[src/rtl/avalon_s_arbiter.sv]
// rtl/avalon_s_arbiter.sv - round-robin arbiter sharing one Avalon device port between NH hosts
module avalon_s_arbiter #(
    parameter int NH = 2,
    parameter int DW = 32,
    parameter int AW = 32
) (
    input  logic                        clk,
    input  logic                        rst,
    input  logic [NH-1:0]               hosts_avn_read,
    input  logic [NH-1:0]               hosts_avn_write,
    input  logic [NH-1:0][AW-1:0]       hosts_avn_address,
    input  logic [NH-1:0][DW/8-1:0]     hosts_avn_byte_enable,
    input  logic [NH-1:0][DW-1:0]       hosts_avn_writedata,
    output logic [NH-1:0][DW-1:0]       hosts_avn_readdata,
    output logic [NH-1:0]               hosts_avn_waitrequest,
    output logic                        device_avn_read,
    output logic                        device_avn_write,
    output logic [AW-1:0]               device_avn_address,
    output logic [DW/8-1:0]             device_avn_byte_enable,
    output logic [DW-1:0]               device_avn_writedata,
    input  logic [DW-1:0]               device_avn_readdata,
    input  logic                        device_avn_waitrequest
);

    localparam int PW = $clog2(NH);

    typedef enum logic {
        S_IDLE   = 1'b0,
        S_LOCKED = 1'b1
    } state_t;

    state_t          r_state;
    state_t          w_next_state;
    logic [PW-1:0]   r_ptr;
    logic [NH-1:0]   r_lock_grant;
    logic [NH-1:0]   r_rd_owner;

    logic [NH-1:0]   w_req;
    logic [NH-1:0]   w_rr_grant;
    logic [NH-1:0]   w_grant;
    logic [PW-1:0]   w_win_idx;
    logic [PW-1:0]   w_ptr_next;
    logic            w_any_grant;
    logic            w_accept;
    logic            w_abort;
    logic            w_accept_eff;
    logic            w_load_lock;

    assign w_req       = hosts_avn_read | hosts_avn_write;
    assign w_any_grant = |w_grant;
    assign w_accept    = w_any_grant & ~device_avn_waitrequest;
    // A locked host that drops its request abandons the transfer; it must not advance the pointer.
    assign w_abort      = (r_state == S_LOCKED) & ~(|(r_lock_grant & w_req));
    assign w_accept_eff = w_accept & ~w_abort;
    assign w_load_lock  = (r_state == S_IDLE) & w_any_grant & device_avn_waitrequest;
    assign w_ptr_next   = (w_win_idx == PW'(NH - 1)) ? '0 : w_win_idx + PW'(1);

    // State register: lock state, with asynchronous active-low reset
    always_ff @(posedge clk or negedge rst) begin
        if (!rst) begin
            r_state <= S_IDLE;
        end else begin
            r_state <= w_next_state;
        end
    end

    // Arbitration bookkeeping: locked grant, rotating pointer and read-return owner
    always_ff @(posedge clk or negedge rst) begin
        if (!rst) begin
            r_ptr        <= '0;
            r_lock_grant <= '0;
            r_rd_owner   <= '0;
        end else begin
            if (w_load_lock) begin
                r_lock_grant <= w_grant;
            end
            if (w_accept_eff) begin
                r_ptr <= w_ptr_next;
            end
            r_rd_owner <= (w_accept_eff & device_avn_read) ? w_grant : '0;
        end
    end

    // Next-state: lock while the device stalls a granted host, unlock on accept or abandonment
    always_comb begin
        w_next_state = r_state;
        case (r_state)
            S_IDLE:   if (w_any_grant && device_avn_waitrequest) w_next_state = S_LOCKED;
            S_LOCKED: if (w_accept || w_abort)                   w_next_state = S_IDLE;
            default:  w_next_state = S_IDLE;
        endcase
    end

    // Round-robin search starting at the pointer, wrapping modulo NH
    always_comb begin
        logic          found;
        logic [PW-1:0] idx;
        w_rr_grant = '0;
        found      = 1'b0;
        idx        = '0;
        for (int k = 0; k < NH; k++) begin
            idx = PW'((int'(r_ptr) + k) % NH);
            if (!found && w_req[idx]) begin
                w_rr_grant[idx] = 1'b1;
                found           = 1'b1;
            end
        end
    end

    // Index of the current winner, used to rotate the pointer past it
    always_comb begin
        w_win_idx = '0;
        for (int i = 0; i < NH; i++) begin
            if (w_grant[i]) w_win_idx = PW'(i);
        end
    end

    // Outputs: grant selection, one-hot command mux, waitrequest fan-out, read data steering
    always_comb begin
        w_grant                = (r_state == S_LOCKED) ? r_lock_grant : w_rr_grant;
        device_avn_read        = 1'b0;
        device_avn_write       = 1'b0;
        device_avn_address     = '0;
        device_avn_byte_enable = '0;
        device_avn_writedata   = '0;
        hosts_avn_readdata     = '0;
        hosts_avn_waitrequest  = ~w_grant | {NH{device_avn_waitrequest}};
        for (int i = 0; i < NH; i++) begin
            if (w_grant[i]) begin
                device_avn_read        = device_avn_read        | hosts_avn_read[i];
                device_avn_write       = device_avn_write       | hosts_avn_write[i];
                device_avn_address     = device_avn_address     | hosts_avn_address[i];
                device_avn_byte_enable = device_avn_byte_enable | hosts_avn_byte_enable[i];
                device_avn_writedata   = device_avn_writedata   | hosts_avn_writedata[i];
            end
            hosts_avn_readdata[i] = device_avn_readdata & {DW{r_rd_owner[i]}};
        end
    end

endmodule
[config.mk]
export PLATFORM = sky130hd
export DESIGN_NAME = avalon_s_arbiter
export DESIGN_NICKNAME = d
export VERILOG_FILES = /design/src/rtl/avalon_s_arbiter.sv
export SDC_FILE = /design/constraint.sdc
export NUM_CORES = 1
export LEC_CHECK = 0
export CORE_AREA = 10 10 114 116
export DETAILED_ROUTE_END_ITERATION = 10
export DIE_AREA = 0 0 124 126
export GPL_TIMING_DRIVEN = 0
export HOLD_SLACK_MARGIN = 0.15
export PLACE_DENSITY = 0.61
export SLEW_MARGIN = 5
export SYNTH_ARGS = -nofsm -noshare
export SYNTH_HDL_FRONTEND = slang
export SYNTH_SLANG_ARGS = --single-unit
export TNS_END_PERCENT = 10
[constraint.sdc]
create_clock -name clk -period 3.15 [get_ports clk]
set_clock_uncertainty 0.2 [all_clocks]
set_input_delay 0.4725 -clock clk [delete_from_list [all_inputs] [get_ports clk]]
set_output_delay 0.4725 -clock clk [all_outputs]
set_load 0.02 [all_outputs]
==> impl_metrics.csv, run 1 <==
group,metric,value,unit
status,run_status,"complete, no violations",
route,ant_nets,0,
pwr,p_switching,1.292,mW
clock_tree,cts.sinks,6,
logic_synthesis,netlist_area,0.001463,sq mm
global_route,grt_pass1_wl,19.77,mm
pwr,p_clk_share,4.9,%
logic_synthesis,synth-seq-area-share,10.27,%
timing,tightest_slew,0.3846,ns
critical_path,crit_path_start,"hosts_avn_read[0]",
logic_synthesis,ys_seq_elements,6,
clock_tree,clk_latency,0.23,ns
route,vias,2862,
timing,max_freq,324.3,MHz
global_route,grt_pass1_vias,3031,
global_route,antenna_found_initial,0,
die,rows,38,
finish,drive_above_1_share,16.83,%
die,die_w,124,um
critical_path,reg2reg_slack,1.39,ns
logic_synthesis,synth_cells,196,
die,pin_count,311,
job,cap_viol_max_count,0,
critical_path,critical-path-top-delay-family,"buffers and inverters",
critical_path,cpPeakStageDelay,0.52,ns
timing,fin_crit,3.083,ns
pwr,p_total,2.443,mW
clock_tree,clockRootBuffer,"clkbuf_8",
placed_design,hpwl,13.07,mm
placed_design,port_buffers,310,
critical_path,required,2.48,ns
hold_path,hold_path.class,"input pin to asynchronous set/reset pin",
timing,setup_viol,0,
critical_path,r2r_start,"r_state",
pwr,leakage,1.975,nW
finish,fin_util,42.53,%
clock_tree,max-clock-path-buffers,2,
pwr,p_comb_share,90.1,%
clock_tree,cts_tree,"yes",
critical_path,r2r_end,"r_ptr",
route,drtPass1Iterations,4,
timing,layout_setup_ws,0.06689,ns
global_route,grt.total_usage,16.52,%
critical_path,cp_cell_sequence,"clkdlybuf4s50_1 -> o21ba_2 -> o31ai_4 -> buf_12 -> buf_2 -> a22o_1 -> clkdlybuf4s15_2",
critical_path,path_class,"input pin to output port",
timing,slew_headroom,74.36,%
route,drc_errors,0,
die,initial_core_util,13.67,%
finish,syn_to_final_growth,211.0,%
global_route,overflow,0,
finish,nets,688,
critical_path,critPathMaxFanout,10,
route,wl,14.45,mm
critical_path,crit_arrival,2.41,ns
clock_tree,cts_buffers,3,
timing,slew_violations,0,
logic_synthesis,synth_cell_types,18,
clock_tree,htreeDepth,1,
pwr,power_density,537.0,mW/mm^2
critical_path,slowest_stage,"clkdlybuf4s50_1",
die,coreArea,0.01070,sq mm
placed_design,dp_slack,-0.4072,ns
die,die-area,0.01562,sq mm
critical_path,cp-end-kind,"output port",
critical_path,worst-path-stages,7,
pwr,internal-power,1.151,mW
placed_design,routabilityCongestion,0.8545,
route,drt-vias-per-instance,4.396,
critical_path,r2r.worst_path.cells,7,
route,wl_per_cell,22.19,um
global_route,grt_max_degree,11,
logic_synthesis,syn_avg_cell_area,7.463,sq um
pwr,swShare,52.87,%
timing,grt_setup_unrepaired,"true",
critical_path,start_kind,"input pin",
finish,instances_no_fill,651,
placed_design,placed_cells,646,
clock_tree,clkTransAtPathRegs,0.04,ns
pwr,power_frac_seq,5.0,%
critical_path,path_buf_inv,4,
route,drtIter0Drc,77,
finish,diodes,0,
pwr,vdd_ir_drop_max,0.0003143,V
timing,hold_violations,0,
die,die_h,126,um
logic_synthesis,synth_warnings,0,
timing,finalCritPeriodShare,97.88,%
logic_synthesis,syn_nets,371,
-- stage by stage --
| stage | area [sq um] | hold WS (ns) | TNS [ns] |
|---|---|---|---|
| after floorplan | 1463 | -0.02309 | 0 |
| after global placement | 4741 | 0.3034 | -19.46 |
| after detailed placement | 4741 | 0.3146 | -24.00 |
| after CTS | 4740 | 0.2894 | -0.4258 |
| after global routing | 4549 | 0.3116 | -0.01747 |
| final | 4549 | 0.2864 | 0 |
-- cell usage after synthesis, drive strengths merged --
cell	count	share of area [%]
clkbuf	7	1.8
nand2b	3	1.3
inv	1	0.26
a31oi	1	0.43
nor2	5	1.3
o21ai	4	1.4
o21ba	1	0.68
dfrtp	6	10
or3	1	0.43
and2	65	28
o21a	3	1.5
a22o	69	41
nand2	8	2.1
o31ai	2	2.3
a21oi	5	1.7
buf	15	5.5
-- how the worst max path moves through the flow --
stage / endpoint / slack, ns
floorplan: device_avn_address[10] / 0.99
global placement: device_avn_writedata[31] / -0.35
detailed placement: device_avn_writedata[31] / -0.41
CTS: device_avn_writedata[22] / -0.21
global route: device_avn_writedata[6] / -0.02
finish: device_avn_address[11] / 0.07
-- cells by family after synthesis --
| family | after synthesis | share of synthesized area, % |
|---|---|---|
| flip-flops | 6 | 10.26 |
| buffers and inverters | 23 | 7.527 |
| AO/OA/AOI/OAI | 85 | 49.36 |
| AND/OR/NAND/NOR | 82 | 32.85 |
-- worst register-to-register path: cells and delay by family (launching register included) --
family                 cells  cell delay (ns)
AOI/OAI and AO/OA          3             0.45
buffers and inverters      4             0.68
DFF                        1             0.35
-- timing repair --
action                                  4_1_cts  5_1_grt
gates cloned                                  0        0
buffers inserted                              1        1
resized for setup                            84      124
hold buffers                                  0        0
hold endpoints to repair                      0        0
pin swaps                                     1        0
endpoints found under the setup margin       70       69
-- state kept, by name (all words and copies together), names as in the netlist --
name          flops
r_ptr             1
r_rd_owner        2
r_state           1
r_lock_grant      2
-- cells in the final DEF, fill, tap and decap left out --
cell type	n
or3_1	1
o31ai_4	2
nand2b_1	3
o21ba_2	1
clkdlybuf4s15_1	3
buf_12	1
clkbuf_4	5
buf_4	5
clkbuf_2	60
inv_1	1
clkdlybuf4s50_1	239
dlygate4sd2_1	3
nor2_1	5
nand2_1	8
o21ai_0	4
buf_2	6
and2_1	65
a21oi_1	5
clkbuf_1	6
a22o_1	69
a31oi_1	1
o21a_1	3
dlymetal6s2s_1	3
clkdlybuf4s15_2	3
dfrtp_1	6
clkbuf_8	3
-- power by group through the flow --
| stage | Sequential [mW] | Combinational [mW] | Clock [mW] |
|---|---|---|---|
| after detailed placement | 0.122 | 2.45 | 0 |
| after global placement | 0.122 | 2.45 | 0 |
| after floorplan | 0.115 | 1.21 | 0 |
| after CTS | 0.121 | 2.28 | 0.123 |
| after global routing | 0.125 | 2.36 | 0.126 |
| final | 0.122 | 2.20 | 0.120 |
-- area by class of cell --
type	count	area (sq um)
fillers	1093	6148
repair buffers	312	2843
multi-input cells	167	1211
well taps	140	175.2
flip-flops and latches	6	150.1
plain buffers	22	125.1
clock buffers	3	41.29
inverters	1	3.754
-- routing by layer --
metal	vias up	global-route usage, %	routed length, um	part of all wire (%)
met4	0	2.846	144	1.0
met5	-	0	0	0
met2	203	32.30	7668	53
met1	1291	14.87	4580	32
li1	1358	-	-	-
met3	10	7.998	2050	14
No activity file was read; power rests on OpenSTA's default activity.
==> inputs of run 2 (changes only) <==
- clock period: 3.15 -> 3.58 ns (I/O delays scaled with it)
==> run 2 against run 1 <==
Effect of this change: final cell count is 0.15% lower; die area did not move; non-clock buffer count down 1; total power down 5.5%; worst hold slack better by 0.033 ns; sequential power fell by 11%; routed wire length rose by 0.91%; clock power is 12% lower; sequential share of layout area down 0.28 points; cell area up 9.2%; first-iteration DRC count increased by 17%.
==> impl_metrics.csv, run 2 (same netlist as run 1, synthesis figures left out) <==
group,metric,value,unit
status,run_status,"complete, no violations",
finish,regArea,150.1,sq um
clock_tree,clkTransAtPathRegs,0.04,ns
hold_path,min-delay-start,"r_lock_grant[0]",
finish,reg.largest.list,"r_lock_grant x2, r_rd_owner x2",
pwr,power_frac_seq,4.7,%
job,cap_viol_max_count,0,
timing,whs,0.3189,ns
critical_path,r2r_start,"r_state",
pwr,vdd_ir_drop_max,0.0002876,V
hold_path,hold_depth,1,
critical_path,crit_path_start,"hosts_avn_read[0]",
global_route,grt_max_degree,11,
clock_tree,cts.sinks,6,
die,die_h,126,um
route,drt-vias-per-instance,4.386,
pwr,power_density,464.8,mW/mm^2
clock_tree,max-clock-path-buffers,2,
route,wl_met1,4.578,mm
critical_path,r2r.worst_path.cells,6,
die,die-area,0.01562,sq mm
timing,slew_violations,0,
clock_tree,htreeDepth,1,
route,drc_errors,0,
critical_path,start_kind,"input pin",
global_route,antenna_found_initial,0,
critical_path,path_class,"input pin to output port",
timing,tightest_slew,0.3820,ns
timing,max_freq,303.9,MHz
route,dr_wl_met3,2.099,mm
critical_path,cpPeakStageDelay,0.51,ns
route,wl_per_cell,22.42,um
route,highest_layer,"met4",
die,pin_count,311,
critical_path,worst-path-stages,7,
global_route,grt_pass1_vias,3041,
clock_tree,clk_latency,0.23,ns
critical_path,crit_arrival,2.55,ns
placed_design,port_buffers,310,
placed_design,placed_cells,646,
critical_path,cp-end-kind,"output port",
route,vias,2851,
route,ant_nets,0,
critical_path,critPathMaxFanout,10,
timing,layout_setup_ws,0.2892,ns
finish,diodes,0,
critical_path,slowest_stage,"clkdlybuf4s50_1",
clock_tree,clockRootBuffer,"clkbuf_8",
timing,grt_setup_unrepaired,"false",
critical_path,cp_cell_sequence,"clkdlybuf4s50_1 -> o21ba_2 -> o31ai_4 -> buf_12 -> buf_2 -> a22o_1 -> dlygate4sd2_1",
pwr,p_comb_share,90.7,%
finish,instances_no_fill,650,
finish,drive_above_1_share,4.510,%
die,coreArea,0.01070,sq mm
clock_tree,cts_buffers,3,
pwr,internal-power,1.182,mW
timing,slew_headroom,74.53,%
pwr,p_clk_share,4.6,%
critical_path,critical-path-top-delay-family,"buffers and inverters",
timing,setup_viol,0,
global_route,overflow,0,
route,wl,14.58,mm
global_route,grt_pass1_wl,19.80,mm
timing,finalCritPeriodShare,91.92,%
finish,final_cell_mix,"241 x clkdlybuf4s50_1, 69 x a22o_1, 65 x and2_1, 65 x dlymetal6s2s_1, 11 x buf_2",
finish,nFillCells,1053,
finish,final_common_cell,"clkdlybuf4s50_1",
timing,hold_violations,0,
die,rows,38,
pwr,swShare,48.80,%
pwr,leakage,2.648,nW
route,wl_met2,7.753,mm
finish,multi_input_area,0.001202,sq mm
die,die_w,124,um
placed_design,dp_slack,-0.1062,ns
finish,syn_to_final_growth,239.5,%
route,drtPass1Iterations,4,
global_route,grt.total_usage,16.54,%
finish,nets,687,
critical_path,required,2.84,ns
placed_design,routabilityCongestion,0.8545,
critical_path,path_buf_inv,4,
die,initial_core_util,13.67,%
clock_tree,cts_tree,"yes",
route,drtIter0Drc,90,
placed_design,hpwl,13.07,mm
pwr,p_switching,1.126,mW
hold_path,hold_path.class,"flip-flop to flip-flop",
timing,fin_crit,3.291,ns
[run 2: cell types whose count changed in the layout (fill, tap and decap cells not counted), sizes merged]
cell and delta:
clkbuf -62, clkdlybuf4s50 +2, buf +2, dlygate4sd2 +1
dlymetal6s2s +62, clkdlybuf4s15 -6
[run 2: path summary, 6_finish.rpt]
kind / slack [ns] / endpoint
setup / recovery: 0.29 / device_avn_writedata[10]
hold / removal: 0.32 / r_lock_grant[0]
setup reg to reg: 1.88 / r_ptr
hold reg to reg: 0.32 / r_lock_grant[0]
max in group asynchronous: 2.62 / r_rd_owner[1]
min in group asynchronous: 0.35 / r_lock_grant[0]
[run 2: cell type report]
class / count / share of cell area (%)
clock buffers: 3 / 0.8314
multi-input cells: 167 / 24.21
inverters: 1 / 0.07559
repair buffers: 311 / 66.06
flip-flops and latches: 6 / 3.023
plain buffers: 22 / 2.268
well taps: 140 / 3.527
[run 2: timing repair]
action / in CTS / in global routing
gates resized for setup: 4 / 69
hold buffers: 0 / 0
setup endpoints to repair: 47 / 65
pin swaps: 1 / 0
setup buffers: 1 / 0
[run 2: per-stage QoR]
| stage | setup TNS [ns] | power, mW | area (sq um) | util, % |
|---|---|---|---|---|
| 2_1_floorplan | 0 | 1.164 | 1463 | - |
| 6_report | 0 | 2.308 | 4966 | 46.42 |
| 4_1_cts | 0 | 2.397 | 4797 | 44.84 |
| 3_5_place_dp | -3.244 | 2.266 | 4741 | 44.32 |
| 5_1_grt | 0 | 2.456 | 4966 | 46.42 |
| 3_3_place_gp | -0.2572 | 2.261 | 4741 | 44.32 |
[run 2: power by group through the flow]
stage / clock, mW / combinational [mW] / sequential, mW
final: 0.106 / 2.09 / 0.108
after global routing: 0.110 / 2.24 / 0.110
after CTS: 0.108 / 2.18 / 0.107
after detailed placement: 0 / 2.16 / 0.107
after global placement: 0 / 2.15 / 0.108
after floorplan: 0 / 1.06 / 0.101
[run 2: metal layers]
metal / vias up / global-route usage, %
met2: 214 / 32.34
met3: 10 / 7.954
met1: 1271 / 14.92
met4: 0 / 2.846
li1: 1356 / -
met5: - / 0
